--- src/rtl/egress_fifo_pkg.sv ---
// Constants shared by the 4-way routing mux and the per-port egress buffers.
package egress_fifo_pkg;

  localparam int unsigned WIDTH_PKT = 10;
  localparam int unsigned DEST_MSB  = 9;
  localparam int unsigned DEST_LSB  = 8;

  // Reset state code used by the switch controller.
  localparam logic [3:0] SW_RST_STATE = 4'b0001;

  // Destination field of a packet word.
  function automatic logic [DEST_MSB-DEST_LSB:0] dest_of(input logic [WIDTH_PKT-1:0] word);
    return word[DEST_MSB:DEST_LSB];
  endfunction

endpackage

--- src/rtl/egress_fifo_mem.sv ---
// DEPTH x WIDTH register file: one synchronous write port, one synchronous read port, no reset.
module egress_fifo_mem #(
  parameter int unsigned WIDTH = 10,
  parameter int unsigned DEPTH = 8,
  parameter int unsigned AW    = 3
) (
  input  logic             clk_i,
  input  logic             wr_en_i,
  input  logic [AW-1:0]    wr_addr_i,
  input  logic [WIDTH-1:0] wr_data_i,
  input  logic             rd_en_i,
  input  logic [AW-1:0]    rd_addr_i,
  output logic [WIDTH-1:0] rd_data_o
);

  logic [WIDTH-1:0] mem_q [DEPTH];

  // Write and read ports; a same-edge read of the written entry returns the old word.
  always_ff @(posedge clk_i) begin
    if (wr_en_i) mem_q[wr_addr_i] <= wr_data_i;
    if (rd_en_i) rd_data_o <= mem_q[rd_addr_i];
  end

endmodule

--- src/rtl/egress_fifo.sv ---
// Per-port egress buffer: in-order storage, pop handshake, fill flags and sticky errors.
module egress_fifo
  import egress_fifo_pkg::*;
#(
  parameter int unsigned WIDTH = WIDTH_PKT,
  parameter int unsigned DEPTH = 8,
  parameter int unsigned AW    = 3
) (
  input  logic             clk,
  input  logic             reset,
  input  logic [WIDTH-1:0] data_in,
  input  logic             push,
  input  logic             pop,
  input  logic [AW:0]      umbral_af,
  input  logic [AW:0]      umbral_ae,
  output logic [WIDTH-1:0] data_out,
  output logic             valid_out,
  output logic             full,
  output logic             empty,
  output logic             almost_full,
  output logic             almost_empty,
  output logic [AW:0]      count,
  output logic             overflow_err,
  output logic             underflow_err
);

  localparam logic [AW:0] CountFull = (AW + 1)'(DEPTH);

  logic [AW-1:0]    wr_ptr_q, wr_ptr_d;
  logic [AW-1:0]    rd_ptr_q, rd_ptr_d;
  logic [AW:0]      count_q, count_d;
  logic             valid_q, valid_d;
  logic             ovf_q, ovf_d;
  logic             udf_q, udf_d;
  logic             push_ok, pop_ok;
  logic [WIDTH-1:0] rd_data;

  egress_fifo_mem #(
    .WIDTH (WIDTH),
    .DEPTH (DEPTH),
    .AW    (AW)
  ) u_mem (
    .clk_i     (clk),
    .wr_en_i   (push_ok),
    .wr_addr_i (wr_ptr_q),
    .wr_data_i (data_in),
    .rd_en_i   (pop_ok),
    .rd_addr_i (rd_ptr_q),
    .rd_data_o (rd_data)
  );

  // Accept decisions, pointer/count next state and sticky error update.
  always_comb begin
    pop_ok   = pop && (count_q != '0);
    // A full buffer still takes a word when a pop frees a slot on the same edge.
    push_ok  = push && ((count_q != CountFull) || pop);
    wr_ptr_d = push_ok ? wr_ptr_q + AW'(1) : wr_ptr_q;
    rd_ptr_d = pop_ok ? rd_ptr_q + AW'(1) : rd_ptr_q;
    count_d  = count_q;
    if (push_ok && !pop_ok) count_d = count_q + 1'b1;
    if (pop_ok && !push_ok) count_d = count_q - 1'b1;
    valid_d  = pop_ok;
    ovf_d    = ovf_q || (push && !pop && (count_q == CountFull));
    udf_d    = udf_q || (pop && (count_q == '0));
  end

  // State registers with asynchronous reset; memory contents are left as-is.
  always_ff @(posedge clk or posedge reset) begin
    if (reset) begin
      wr_ptr_q <= '0;
      rd_ptr_q <= '0;
      count_q  <= '0;
      valid_q  <= 1'b0;
      ovf_q    <= 1'b0;
      udf_q    <= 1'b0;
    end else begin
      wr_ptr_q <= wr_ptr_d;
      rd_ptr_q <= rd_ptr_d;
      count_q  <= count_d;
      valid_q  <= valid_d;
      ovf_q    <= ovf_d;
      udf_q    <= udf_d;
    end
  end

  // Outputs: data is forced to zero whenever the previous edge popped nothing.
  always_comb begin
    data_out      = valid_q ? rd_data : '0;
    valid_out     = valid_q;
    count         = count_q;
    full          = (count_q == CountFull);
    empty         = (count_q == '0);
    almost_full   = (count_q >= umbral_af);
    almost_empty  = (count_q <= umbral_ae);
    overflow_err  = ovf_q;
    underflow_err = udf_q;
  end

endmodule

--- config.mk ---
export PLATFORM = sky130hd
export DESIGN_NAME = egress_fifo
export DESIGN_NICKNAME = d
export VERILOG_FILES = /design/src/rtl/egress_fifo_pkg.sv /design/src/rtl/egress_fifo_mem.sv /design/src/rtl/egress_fifo.sv
export SDC_FILE = /design/constraint.sdc
export NUM_CORES = 1
export LEC_CHECK = 0
export CAP_MARGIN = 20
export CORE_ASPECT_RATIO = 0.5
export CORE_MARGIN = 2
export CORE_UTILIZATION = 42
export CTS_BUF_LIST = sky130_fd_sc_hd__clkbuf_8
export DETAILED_ROUTE_END_ITERATION = 8
export PLACE_DENSITY = 0.65
export SLEW_MARGIN = 20
export SYNTH_ARGS = -nofsm -noshare
export SYNTH_HDL_FRONTEND = slang
export SYNTH_SLANG_ARGS = --single-unit
--- constraint.sdc ---
create_clock -name clk -period 3.45 [get_ports clk]
set_input_delay 0.5175 -clock clk [delete_from_list [all_inputs] [get_ports clk]]
set_output_delay 0.5175 -clock clk [all_outputs]
set_load 0.05 [all_outputs]
==> reports/qor.yml, run 1 <==
critical_path:
  cp_max_fo: 8
  end_kind: "primary output"
  crit_start: "count[0]"
  crit_chain: "inv_1 > ha_1 > nand2b_1 > a21o_1 > a21o_1 > a21o_1 > clkdlybuf4s50_1"
  worstSetupStartpointType: "flop"
  crit_top_cell: "a21o_1"
  crit_arrival_ns: 2.70
  crit_type: "reg -> out"
  cp_data_required_time_ns: 2.93
  crit_slowest_cell: "clkdlybuf4s50_1"
  critPathMaxStageDelay_ns: 0.70
  r2r-start: "count[1]"
synth:
  synth.net_count: 258
  syn_area_per_cell_um2: 19.0
  yosysMostFrequentCell: "edfxtp_1"
  synthCells: 223
  yosysWarnings: 0
  yosysUniqueCellTypes: 32
  yosys.area.top_type: "edfxtp_1"
  synth_top_area_share: 0.638
  synthTopCellsByCount: "edfxtp_1 (90), mux4_2 (20), dfrtp_1 (13), ha_1 (13), mux2_2 (11)"
  synth_flop_cell: "edfxtp_1"
  ys_ff_latch: 103
  synth-async-reset-ratio: 0.126
  netlist_area_um2: 4240
  netlist_top_cells_area: "edfxtp_1 (64%), mux4_2 (11%), dfrtp_1 (7.7%), ha_1 (3.8%), mux2_2 (2.9%)"
  synth_edf_count: 90
  ys_seq_area_frac: 0.715
sta:
  grt_setup_unrepaired: "no"
  slew_headroom: 0.362
  finalHoldViolCount: 0
  worstMarginPinSlew_ns: 0.957
  finClkSkew_ns: 0.0129
  tns_ns: 0
  slew_viol_final: 0
  fmax_mhz: 311
  fin_crit_sh: 0.932
  min_period_ns: 3.21
  setup_viol: 0
  finalWorstSetupSlack_ns: 0.236
routing:
  drtIter0Drc: 90
  dr.pass1.iters: 4
  totalWireLength_um: 7450
  wl_per_cell_um: 17.7
  vias_per_cell: 5.01
  dr_total_vias: 2116
  ant_nets: 0
  drc: 0
power_and_ir_drop:
  power_mw: 4.16
  p_int_mw: 2.68
  swShare: 0.355
  powerDensity_nw_per_um2: 816
  ir_drop_uv: 424
  combPwrFrac: 0.367
  p_sw_mw: 1.48
  p_seq_frac: 0.466
  clkPwrFrac: 0.167
  leakagePower_nw: 1.79
floorplanning:
  die_h_um: 75.0
  core_um2: 9630
  ioPinCount: 43
  fp-row-count: 25
  initial_utilization: 0.440
  die_width_um: 146
  die-area_um2: 11000
final_layout:
  final_nets: 318
  drive_gt1_frac: 0.233
  antenna_cells: 0
  fin_cells: 422
  areaGrowthSynthToFinish_pct: 20.2
  fin_util: 0.528
place:
  port-buffer-count: 42
  dpl.hpwl_um: 4780
  placedCellCount: 407
  gp_congestion: 0.721
  post-place-ws_ns: 0.369
clock_tree:
  cts.htree.levels: 3
  ctsResizeCount: 0
  clk_path_buf_depth: 2
  cts.sinks: 103
  cts_setup_buffers: 0
  cts_root_buffer: "clkbuf_8"
  clk_latency_ns: 0.37
  holdBufCountCts: 0
  cts_tree: "done"
  clk_pin_slew_ns: 0.10
  numCtsBuffers: 9
grt:
  grt_max_degree: 23
  track_usage: 0.148
  antenna_found_initial: 0
  grt-ovfl-total: 0
  grt_pass1_wl_um: 11600
  grt_pass1_vias: 2190
run_status:
  status: "complete, no violations"
run:
  drv_cap: 0
min_path:
  holdCritPathClass: "in -> async"
==> cell usage in the layout, fill, tap and decap left out, types with 7 or more instances in the layout <==
cell type,count
nand2_1,7
edfxtp_1,90
mux2_2,11
inv_1,9
buf_4,13
ha_1,13
and2_1,10
clkdlybuf4s50_1,41
mux4_2,20
clkbuf_8,9
dfrtp_1,13
==> final cells by class <==
cell class | instances | area, µm²
tap | 135 | 169
multi-input combinational | 105 | 1170
sequential | 103 | 3030
clock inverter | 6 | 53.8
inverter | 10 | 38.8
clock buffer | 9 | 124
timing repair buffer | 54 | 508
fill | 801 | 4540
==> path summary, 6_finish.rpt <==
| check | to | slack [ns] | cells after the start |
|---|---|---|---|
| min in group clk | underflow_err | 0.48 | 1 |
| worst min register to register | underflow_err | 0.48 | 1 |
| worst max-delay path | almost_full | 0.24 | 7 |
| max in group asynchronous | count[1] | 2.60 | 2 |
| worst max register to register | count[2] | 0.71 | 10 |
| worst min-delay path | wr_ptr_q[2] | 0.48 | 2 |
==> flip-flops by register name, summed over array words and instances (netlist names) <==
| signal | flops |
|---|---|
| count | 4 |
| rd_ptr_q | 3 |
| underflow_err | 1 |
| wr_ptr_q | 3 |
| valid_out | 1 |
| u_mem.mem_q | 80 |
| u_mem.rd_data_o | 10 |
| overflow_err | 1 |
==> power groups by stage <==
stage / clock, mW / combinational (mW) / sequential (mW)
after floorplan: 0 / 1.06 / 1.96
after global placement: 0 / 1.51 / 1.96
after detailed placement: 0 / 1.54 / 1.98
after CTS: 0.712 / 1.55 / 1.95
after global routing: 0.763 / 1.65 / 1.99
final: 0.694 / 1.52 / 1.94
==> critical path: cells and delay by family (launching register included) <==
kind / cells / cell delay [ns]
flip-flops: 1 / 0.55
AO/OA/AOI/OAI: 3 / 0.51
buffers and inverters: 2 / 0.85
AND/OR/NAND/NOR: 1 / 0.14
adder cells (fa/ha/maj): 1 / 0.29
==> metrics by stage <==
step / cell area, µm² / hold WS [ns]
floorplan: 4250 / 0.394
global placement: 4910 / 0.439
detailed placement: 4910 / 0.450
CTS: 5090 / 0.476
global route: 5090 / 0.497
finish: 5090 / 0.477
==> cell families after synthesis <==
logic type / synth area share
AOI/OAI and AO/OA: 0.0239
xor gates and xnor gates: 0.0186
adders and majority gates: 0.0384
buffers and inverters: 0.0142
DFF: 0.715
muxes: 0.139
and+or+nand+nor: 0.0511
==> routing by layer <==
layer / track usage / vias up / part of all wire
li1: - / 986 / -
met1: 0.182 / 1080 / 0.44
met2: 0.258 / 44 / 0.50
met3: 0.0545 / 6 / 0.053
met4: 0.0388 / 0 / 0.011
met5: 0 / - / 0
No activity file was read; power rests on OpenSTA's default activity.
==> inputs of run 2 (changes only) <==
- ABC_CLOCK_PERIOD_IN_PS: unset -> 3450
==> results of run 2 <==
Same layout as run 1: the final DEF is identical, and so are final timing and power.
==> inputs of run 3 (changes only) <==
- MAX_ROUTING_LAYER: unset -> met4
==> run 3 against run 2 <==
Net effect: sequential cell count stayed put; global-route usage rose by 0.53 points; maximum frequency increased by 0.22%; critical path type unchanged; critical path depth stayed put; via count down 0.95%; sequential share of layout area unchanged.
==> reports/qor.yml, run 3 (synthesis gave the netlist of run 1 again) <==
run_status:
  status: "complete, no violations"
run:
  drv_cap: 0  # unchanged
grt:
  grt_max_degree: 23  # unchanged
  grt_pass1_vias: 2199  # +0.41%
  antenna_found_initial: 0  # unchanged
  grt-ovfl-total: 0  # unchanged
  grt_pass1_wl_um: 11600  # about the same
  track_usage: 0.154  # +0.00526
final_layout:
  largest_register_ffs: 80  # unchanged
  regMostFlops: "u_mem.mem_q"
  final_nets: 318  # unchanged
  antenna_cells: 0  # unchanged
  fin_cells: 422  # unchanged
  layout_common_cells: "edfxtp_1 (90), clkdlybuf4s50_1 (41), mux4_2 (20)"
  drive_gt1_frac: 0.233  # unchanged
  layout_commonest_cell: "edfxtp_1"
  areaGrowthSynthToFinish_pct: 20.2  # unchanged
routing:
  drc: 0  # unchanged
  drtIter0Drc: 87  # -3.3%
  dr_total_vias: 2096  # -0.95%
  vias_per_cell: 4.97  # -0.95%
  ant_nets: 0  # unchanged
  wl_per_cell_um: 17.6  # -0.47%
  dr.pass1.iters: 4  # unchanged
  totalWireLength_um: 7420  # -0.47%
power_and_ir_drop:
  swShare: 0.355  # -0.000689
  p_int_mw: 2.68  # about the same
  p_sw_mw: 1.47  # -0.29%
  p_seq_frac: 0.467  # about the same
  clkPwrFrac: 0.166  # about the same
  powerDensity_nw_per_um2: 815  # about the same
  power_mw: 4.15  # about the same
  combPwrFrac: 0.367  # about the same
  ir_drop_uv: 426  # +0.36%
  leakagePower_nw: 1.79  # unchanged
sta:
  min_period_ns: 3.21  # -0.00709 ns
  slew_headroom: 0.361  # -0.00177
  fin_crit_sh: 0.930  # -0.00206
  finalHoldViolCount: 0  # unchanged
  holdWs_ns: 0.477  # -0.000149 ns
  fmax_mhz: 312  # +0.22%
  finClkSkew_ns: 0.0112  # -0.00175 ns
  setup_viol: 0  # unchanged
  worstMarginPinSlew_ns: 0.959  # +0.00266 ns
  grt_setup_unrepaired: "no"
  slew_viol_final: 0  # unchanged
  tns_ns: 0  # unchanged
floorplanning:
  die-area_um2: 11000  # unchanged
  fp-row-count: 25  # unchanged
  die_width_um: 146  # unchanged
  initial_utilization: 0.440  # unchanged
  core_um2: 9630  # unchanged
  ioPinCount: 43  # unchanged
  die_h_um: 75.0  # unchanged
clock_tree:
  numCtsBuffers: 9  # unchanged
  cts_setup_buffers: 0  # unchanged
  clk_path_buf_depth: 2  # unchanged
  holdBufCountCts: 0  # unchanged
  ctsResizeCount: 0  # unchanged
  cts.sinks: 103  # unchanged
  cts.htree.levels: 3  # unchanged
  clk_pin_slew_ns: 0.09  # about the same
  cts_tree: "done"
  cts_root_buffer: "clkbuf_8"
  clk_latency_ns: 0.37  # about the same
critical_path:
  crit_type: "reg -> out"
  crit_slowest_cell: "clkdlybuf4s50_1"
  crit_chain: "inv_1 > ha_1 > nand2b_1 > a21o_1 > a21o_1 > a21o_1 > clkdlybuf4s50_1"
  crit_top_cell: "a21o_1"
  critPathMaxStageDelay_ns: 0.70  # about the same
  regToRegSetupSlack_ns: 0.70  # about the same
  worstSetupStartpointType: "flop"
  cp_max_fo: 8  # unchanged
  crit_arrival_ns: 2.69  # about the same
  cp_data_required_time_ns: 2.93  # about the same
  end_kind: "primary output"
min_path:
  holdCritPathClass: "reg -> reg"
place:
  gp_congestion: 0.729  # +1.2%
  placedCellCount: 407  # unchanged
  dpl.hpwl_um: 4780  # unchanged
  port-buffer-count: 42  # unchanged
==> run 3: cell counts in the layout (fill, tap and decap cells not counted) <==
No cell type changed its count.
==> run 3: per-stage QoR <==
stage	cell area, µm²	setup slack [ns]	util
after floorplan	4250	0.274	-
after global placement	4910	0.412	0.510
after detailed placement	4910	0.369	0.510
after CTS	5090	0.197	0.528
after global routing	5090	0.0954	0.528
final	5090	0.243	0.528
==> run 3: routing by layer <==
metal / wire length [µm] / global-route usage / share of wire
met5: 0 / - / 0
met4: 48 / 0.0388 / 0.0065
met3: 298 / 0.0521 / 0.040
met2: 3770 / 0.258 / 0.51
met1: 3300 / 0.184 / 0.45
==> run 3: layout make-up <==
class	count	area (µm²)
tap	135	169
inverter	10	38.8
timing repair buffer	54	508
fill	801	4540
clock buffer	9	124
sequential	103	3030
clock inverter	6	53.8
multi-input combinational	105	1170
==> run 3: final timing paths <==
check,startpoint,endpoint,cells after the start
setup / recovery,count[0],almost_full,7
hold / removal,underflow_err,underflow_err,1
setup reg to reg,count[1],count[2],10
hold reg to reg,underflow_err,underflow_err,1
max in group asynchronous,reset,count[1],2
min in group asynchronous,reset,overflow_err,2
==> run 3: power by group through the flow <==
stage          logic, mW  registers [mW]  clock network (mW)
3_3_place_gp        1.51            1.96                   0
5_1_grt             1.64            1.99               0.765
3_5_place_dp        1.54            1.98                   0
4_1_cts             1.55            1.95               0.712
6_report            1.52            1.94               0.689
2_1_floorplan       1.06            1.96                   0
==> run 3: worst max-delay path: cells and delay by family (launching register included) <==
family / cells / cell delay, ns
and+or+nand+nor: 1 / 0.14
AOI/OAI and AO/OA: 3 / 0.51
adders and majority gates: 1 / 0.29
DFF: 1 / 0.55
buffers and inverters: 2 / 0.85
